[src/rtl/fetch_unit.sv]
// Instruction-fetch stage: owns the PC, issues in-order word requests to a
// variable-latency instruction memory and buffers returned words with their PCs.
module fetch_unit #(
  parameter int              XLEN     = 32,
  parameter logic [XLEN-1:0] RESET_PC = '0,
  parameter int              DEPTH    = 2
) (
  input  logic            clock,
  input  logic            reset,
  input  logic            pause,
  input  logic            redirect,
  input  logic [XLEN-1:0] redirect_pc,
  output logic            imem_req_valid,
  input  logic            imem_req_ready,
  output logic [XLEN-1:0] imem_req_addr,
  input  logic            imem_resp_valid,
  input  logic [31:0]     imem_resp_data,
  output logic            inst_valid,
  output logic [XLEN-1:0] pc_out,
  output logic [31:0]     inst_out
);
  localparam int AW = (DEPTH > 1) ? $clog2(DEPTH) : 1;
  localparam int CW = $clog2(DEPTH) + 1;
  localparam logic [CW-1:0] DEPTH_C = CW'(DEPTH);
  localparam logic [31:0] NOP = 32'h0000_0013;

  typedef enum logic {FETCH, FLUSH} state_t;

  state_t          state;
  logic            started;
  logic [XLEN-1:0] pc;
  logic [XLEN-1:0] addr_q [DEPTH];
  logic [AW-1:0]   aq_wr, aq_rd;
  logic [XLEN-1:0] buf_pc [DEPTH];
  logic [31:0]     buf_inst [DEPTH];
  logic [AW-1:0]   bf_wr, bf_rd;
  logic [CW-1:0]   outstanding, occupancy, drop;

  logic            req_fire, pop;
  logic [CW-1:0]   acc_c, resp_c, pop_c, in_use, drop_n;

  assign in_use         = outstanding + occupancy;
  // Held low for the first cycle out of reset so the request port starts quiet.
  assign imem_req_valid = started && (state == FETCH) && (in_use < DEPTH_C);
  assign imem_req_addr  = pc;
  assign req_fire       = imem_req_valid & imem_req_ready;

  assign inst_valid = (occupancy != '0);
  assign pc_out     = inst_valid ? buf_pc[bf_rd]   : '0;
  assign inst_out   = inst_valid ? buf_inst[bf_rd] : NOP;
  assign pop        = inst_valid & ~pause;

  assign acc_c  = CW'(req_fire);
  assign resp_c = CW'(imem_resp_valid);
  assign pop_c  = CW'(pop);

  // A same-cycle response retires one in-flight request and is itself discarded.
  always_comb begin
    drop_n = drop;
    if (state == FETCH)
      drop_n = outstanding + acc_c - resp_c;
    else if (imem_resp_valid)
      drop_n = drop - 1'b1;
  end

  always_ff @(posedge clock) begin
    if (reset) begin
      state       <= FETCH;
      started     <= 1'b0;
      pc          <= RESET_PC;
      aq_wr       <= '0;
      aq_rd       <= '0;
      bf_wr       <= '0;
      bf_rd       <= '0;
      outstanding <= '0;
      occupancy   <= '0;
      drop        <= '0;
    end else begin
      started <= 1'b1;
      if (redirect || state == FLUSH) begin
        drop  <= drop_n;
        state <= (drop_n != '0) ? FLUSH : FETCH;
      end
      if (redirect) begin
        pc          <= redirect_pc & ~XLEN'(3);
        aq_wr       <= '0;
        aq_rd       <= '0;
        bf_wr       <= '0;
        bf_rd       <= '0;
        outstanding <= '0;
        occupancy   <= '0;
      end else if (state == FETCH) begin
        if (req_fire) begin
          addr_q[aq_wr] <= pc;
          aq_wr         <= aq_wr + 1'b1;
          pc            <= pc + XLEN'(4);
        end
        if (imem_resp_valid) begin
          buf_pc[bf_wr]   <= addr_q[aq_rd];
          buf_inst[bf_wr] <= imem_resp_data;
          bf_wr           <= bf_wr + 1'b1;
          aq_rd           <= aq_rd + 1'b1;
        end
        if (pop)
          bf_rd <= bf_rd + 1'b1;
        outstanding <= outstanding + acc_c - resp_c;
        occupancy   <= occupancy + resp_c - pop_c;
      end
    end
  end

  // Responses only ever answer an in-flight request, and never land on a full buffer.
  assert property (@(posedge clock) disable iff (reset)
    (state == FETCH && !redirect && imem_resp_valid) |->
      (outstanding != '0 && occupancy != DEPTH_C));

endmodule

[config.mk]
export PLATFORM = sky130hd
export DESIGN_NAME = fetch_unit
export DESIGN_NICKNAME = d
export VERILOG_FILES = /design/src/rtl/fetch_unit.sv
export SDC_FILE = /design/constraint.sdc
export NUM_CORES = 1
export LEC_CHECK = 0
export CORE_MARGIN = 1
export CORE_UTILIZATION = 47
export CTS_CLUSTER_SIZE = 12
export DETAILED_ROUTE_END_ITERATION = 8
export GPL_TIMING_DRIVEN = 0
export PLACE_DENSITY = 0.76
export REMOVE_ABC_BUFFERS = 1
export SLEW_MARGIN = 10
export SYNTH_ARGS = -nofsm -noshare
export SYNTH_HDL_FRONTEND = slang
export SYNTH_SLANG_ARGS = --single-unit
[constraint.sdc]
create_clock -name clock -period 4 [get_ports clock]
set_input_delay 0.8 -clock clock [delete_from_list [all_inputs] [get_ports clock]]
set_output_delay 0.8 -clock clock [all_outputs]
set_load 0.03 [all_outputs]
==> results of run 1 <==
[final cells by class]
class,instances,area (µm²)
flip-flops and latches,228,6410
multi-input cells,388,2700
clock inverters,5,33.8
inverters,13,48.8
fillers,1525,7350
well taps,265,332
repair buffers,169,1830
clock buffers,39,697
[through the flow]
step	hold WS [ps]	setup WS (ps)	setup TNS [ps]	cell area, µm²	cells
after floorplan	470	-224	-14430	9130	629
after global placement	493	-3430	-461730	11100	1055
after detailed placement	490	116	0	11300	1063
after CTS	499	606	0	12100	1107
after global routing	534	535	0	12000	1107
final	499	648	0	12000	1107
[placed cells by master (no fill, tap or decap), types with 5 or more instances in the layout]
cell,netlist,routed
a211oi_1,7,7
a311oi_1,15,15
a31oi_1,10,10
and2_1,10,10
and4_1,7,7
buf_16,0,8
clkbuf_1,27,11
clkbuf_16,0,24
clkdlybuf4s50_1,0,160
dfxtp_1,44,42
edfxtp_1,184,184
ha_1,5,5
inv_1,11,11
mux2_2,30,30
mux2i_1,64,64
nand2_1,22,22
nand3_1,13,13
nand4_1,10,10
nor2_1,94,91
nor3_1,8,8
o21ai_0,11,11
o22ai_1,9,9
or3_1,11,11
or4_1,5,5
xnor2_1,19,19
[sequential cells by signal, indices dropped and copies added, names as in the netlist, 2 cells and up, named ones only]
register / flops
occupancy: 2
addr_q: 60
outstanding: 2
buf_pc: 60
buf_inst: 64
drop: 2
imem_req_addr: 30
[cells in the mapped netlist, types with 3 or more instances]
cell type  count
buf_2          4
ha_1           5
mux2i_1       64
nor2_1        94
nor2b_1        4
a211oi_1       7
xor2_1         3
dfxtp_1       44
o21ai_0       11
mux2_2        30
xnor2_1       19
buf_4          4
or4_1          5
o22ai_1        9
and4_1         7
and2_1        10
nand3_1       13
or3_1         11
and3_1         4
a311oi_1      15
nand2_1       22
nand4_1       10
edfxtp_1     184
clkbuf_1      27
o31ai_1        4
a31oi_1       10
nor4_1         3
inv_1         11
nor3_1         8
[critical path, delay by kind of cell (launching register included)]
family | cells | cell delay [ps]
buffers and inverters | 3 | 1020
and+or+nand+nor | 2 | 640
DFF | 1 | 360
[cell families (layout without fill, tap and decap cells)]
group / count (synthesis) / after routing / share of synthesized area [%]
simple gates: 195 / 195 / 10.1
flops: 228 / 228 / 69.1
fa+ha+maj: 5 / 5 / 0.675
buf+inv: 49 / 226 / 2.20
mux: 94 / 94 / 10.6
compound gates: 68 / 68 / 5.22
other cells: 1 / 4 / 0.0405
xor+xnor: 22 / 22 / 2.08
[power by group through the flow]
| stage | clock network [µW] | registers (µW) | logic (µW) |
|---|---|---|---|
| after floorplan | 0 | 2790 | 305 |
| after global placement | 0 | 2770 | 614 |
| after detailed placement | 0 | 2760 | 647 |
| after CTS | 2090 | 2710 | 650 |
| after global routing | 2180 | 2720 | 686 |
| final | 2040 | 2710 | 642 |
[per-layer routing]
metal	GRT usage [%]	wire length, µm
met1	24.9	8390
met2	32.4	9270
met3	3.60	1410
met4	5.77	325
met5	0	0
[worst max-delay path by stage]
stage                 endpoint  cells after the start
4_1_cts            inst_out[4]                      5
3_5_place_dp     addr_q[0][15]                      5
2_1_floorplan   buf_inst[0][0]                      3
3_3_place_gp   buf_inst[0][16]                      4
5_1_grt            inst_out[4]                      5
6_report           inst_out[4]                      5
==> metrics, run 1 <==
status finished, final reports clean; Hold Path Stages 2; core area 19400 µm²; pin count of the biggest net entering global routing 52; combinational share of power 11.9%; Starting DRT DRC Count 312; WL/cell 17.5 µm; Post-synth EDFFs 184; Hold EP state; Clock power frac 37.8%; area grow syn2layout 30.0%; Die X-Extent 142 µm; Detailed Routing Iterations Pass 1 4; dominant cell type by area after synthesis edfxtp_1; max_cap viols 0; DR vias/cell 5.33; initial antenna violation count 0; ANT nets after route 0; GR Util All Layers 19.1%; delay of the slowest critical-path stage 680 ps; switching power share of the total 23.7%; clock sinks 228; layout cells sized above 1 9.74%; Final Hold Viols 0; Worst Skew 22.0 ps; RSZ-0062 raised after global routing false; CP Class reg -> out; synthesized flop and latch total 228; fraction of registers with async set/reset 0%; final count of negative-setup-slack endpoints 0; Area contributors post-synth edfxtp_1 60%, dfxtp_1 9.5%, mux2i_1 6.9%, nor2_1 3.8%, mux2_2 3.6%; cts repair resizes 0; max-slew violation count 0; Worst setup startpoint occupancy[1]; I/O pin cnt 168; Final #Nets 899; Vias 5900; fin crit period 3350 ps; Leak 0.00383 µW; routability cong. 0.783; Buffers on Ports 161; final design utilization 62.1%; reg2reg end state; Reg clk slew, reported paths 60 ps; total chip power 5390 µW; clock buffers created by TritonCTS 24; Critical Path Fanout Max 26; drt drc 0; first-pass GRT wire length 29800 µm; later-pin clock latency in the skew report 520 ps; Reg2Reg Setup Slack 1010 ps; Reg power frac 50.3%; worst r2r src occupancy[1]; fin crit share 83.8%; Ys Warns 0; normalized max-slew margin 36.2%; crit path cell chain nor2_4 -> buf_16 -> inv_1 -> nand2_1 -> clkdlybuf4s50_1; Worst EP arrival 2550 ps; CTS tree done; maximum VDD drop 0.343 mV; sequential share of the synthesized area 69.1%; Die H 142 µm; setup bufs post-CTS 0; final antenna diode count 0; Post-Syn Area 9270 µm²; Die Area 20300 µm²; vias in the first global route 5655; Post-Route WL 19400 µm; FP Rows 51; worst r2r path cells 12; top_reg_cell synth edfxtp_1; Avg Cell Area, Syn 14.0 µm²; Psw 1280 µW; maximum clock frequency 298 MHz; worst slew pin tran 954 ps; cell count after synthesis 662; worst hold start drop[1]; CP startpoint kind flop; post-synth top area share 59.6%; total global routing overflow 0; min-delay worst type reg -> reg; initial core utilization 47.8%; internal power 4120 µW; worst endpoint required time 3200 ps; slowest CP cell clkdlybuf4s50_1; Yosys cell types 45; H-tree levels 1; hpwl dp 12500 µm; # hold bufs at CTS 0; CTS Root Buffer Type clkbuf_16; maximum clock path buffer count 3; Power Density 448 nW/µm²; crit path capture type output pin
(Power assumes the default switching activity.)
==> run 2: changes to the inputs <==
==> constraint.sdc (replaced) <==
create_clock -name clock -period 2.9 [get_ports clock]
set_input_delay 0.58 -clock clock [delete_from_list [all_inputs] [get_ports clock]]
set_output_delay 0.58 -clock clock [all_outputs]
set_load 0.03 [all_outputs]
==> metrics, run 2 (same netlist as run 1, synthesis figures left out) <==
CP startpoint kind flop (unchanged); Power Density 611 nW/µm² (was 448 nW/µm²); CTS Root Buffer Type clkbuf_16 (unchanged); Leak 0.00399 µW (was 0.00383 µW); FP Rows 51 (unchanged); internal power 5700 µW (was 4120 µW); layout cells sized above 1 11.6% (was 9.74%); Post-Route WL 20400 µm (was 19400 µm); Non-Filler Instances 1121 (was 1107); fin crit period 2820 ps; area grow syn2layout 32.2% (was 30.0%); Hold WS 499 ps (about the same); pin count of the biggest net entering global routing 52 (unchanged); Reg power frac 50.1% (was 50.3%); RSZ-0062 raised after global routing false (unchanged); fin crit share 97.1%; Reg clk slew, reported paths 60 ps (about the same); Starting DRT DRC Count 317 (was 312); Vias 5947 (was 5900); initial antenna violation count 0 (unchanged); maximum clock frequency 355 MHz; final non-filler cell area 12300 µm² (was 12000 µm²); core area 19400 µm² (unchanged); CP Class reg -> out (unchanged); Final #Nets 913 (was 899); drt drc 0 (unchanged); normalized max-slew margin 39.2% (was 36.2%); Largest register FFs 64 (unchanged); Detailed Routing Iterations Pass 1 4 (unchanged); Worst EP arrival 2240 ps (was 2550 ps); final design utilization 63.2% (was 62.1%); vias in the first global route 5733 (was 5655); Top Registers buf_inst (64), addr_q (60), buf_pc (60) (unchanged); final count of negative-setup-slack endpoints 0 (unchanged); maximum clock path buffer count 3 (unchanged); CTS tree done (unchanged); worst slew pin tran 911 ps (was 954 ps); DR vias/cell 5.31 (was 5.33); min-delay worst type reg -> reg (unchanged); hpwl dp 12500 µm (unchanged); maximum VDD drop 0.476 mV (was 0.343 mV); worst endpoint required time 2320 ps (was 3200 ps); Most flops, register buf_inst (unchanged); first-pass GRT wire length 30900 µm (was 29800 µm); commonest non-fill, non-tap cell in the layout edfxtp_1 (unchanged); final antenna diode count 0 (unchanged); clock sinks 228 (unchanged); I/O pin cnt 168 (unchanged); status finished, final reports clean (unchanged); total global routing overflow 0 (unchanged); Critical Path Fanout Max 18 (was 26); max-slew violation count 0 (unchanged); initial core utilization 47.8% (unchanged); WL/cell 18.2 µm (was 17.5 µm); placed cells 1063 (unchanged); later-pin clock latency in the skew report 520 ps (about the same); ANT nets after route 0 (unchanged); H-tree levels 1 (unchanged); Post-DP Area 11300 µm² (unchanged); Buffers on Ports 161 (unchanged); Clock power frac 37.6% (was 37.8%); combinational share of power 12.3% (was 11.9%); clock buffers created by TritonCTS 24 (unchanged); Psw 1780 µW (was 1280 µW); commonest non-fill, non-tap cells in the layout 184 x edfxtp_1, 156 x clkdlybuf4s50_1, 91 x nor2_1 (was 184 x edfxtp_1, 160 x clkdlybuf4s50_1, 91 x nor2_1); routability cong. 0.783 (unchanged); max_cap viols 0 (unchanged); switching power share of the total 23.8% (was 23.7%); Die X-Extent 142 µm (unchanged); Die Area 20300 µm² (unchanged); total chip power 7480 µW (was 5390 µW); crit path capture type output pin (unchanged); Die H 142 µm (unchanged); Final Hold Viols 0 (unchanged); GR Util All Layers 20.1% (was 19.1%); Worst Skew 20.2 ps (was 22.0 ps)
run 2: cell count changes in the layout (fill, tap and decap cells not counted), moves of 2 or more:
cell | previous run | this run
buf_12 | 0 | 3
buf_4 | 0 | 8
clkdlybuf4s50_1 | 160 | 156
dfxtp_1 | 42 | 40
dlymetal6s2s_1 | 0 | 4
run 2: critical path, cell delays in order (launching register included):
cell	delay, ps
dfxtp_2	480
nor2_4	90
buf_4	190
buf_16	160
nor2_1	110
clkdlybuf4s50_1	670
run 2: cell type report:
cell class / count / area, µm²
Multi-Input combinational cell: 389 / 2720
Inverter: 13 / 51.3
Clock inverter: 5 / 33.8
Sequential cell: 228 / 6420
Timing Repair Buffer: 182 / 2000
Tap cell: 265 / 332
Fill cell: 1508 / 7150
Clock buffer: 39 / 697
run 2: timing repair:
action | 4_1_cts | 5_1_grt
pin swaps | 1 | 1
resized for setup | 5 | 6
hold buffers | 0 | 0
setup buffers | 10 | 2
gates cloned | 2 | 0
setup endpoints to repair | 166 | 69
run 2: worst paths after layout:
path                                    from        end  slack [ps]  depth (start not counted)
worst min register to register       drop[1]      state         500                          2
worst max register to register  occupancy[0]      state         190                         12
worst min-delay path                 drop[1]      state         500                          2
worst max-delay path            occupancy[0]  pc_out[5]          80                          5
run 2: metrics by stage:
step | TNS, ps | setup WS, ps
final | 0 | 83.2
after global routing | 0 | 15.9
after CTS | 0 | 54.1
after detailed placement | -104550 | -764
after global placement | -685390 | -4310
after floorplan | -108840 | -1100
run 2: metal layers:
metal | GRT usage (%) | share of wire, %
met1 | 25.8 | 42
met3 | 4.95 | 7.8
met5 | 0 | 0
met2 | 33.9 | 48
met4 | 5.77 | 2.0
run 2: power groups by stage:
stage | combinational (µW) | clock [µW] | sequential, µW
2_1_floorplan | 421 | 0 | 3840
3_3_place_gp | 847 | 0 | 3820
3_5_place_dp | 892 | 0 | 3810
4_1_cts | 925 | 2880 | 3740
5_1_grt | 984 | 3000 | 3760
6_report | 920 | 2820 | 3750
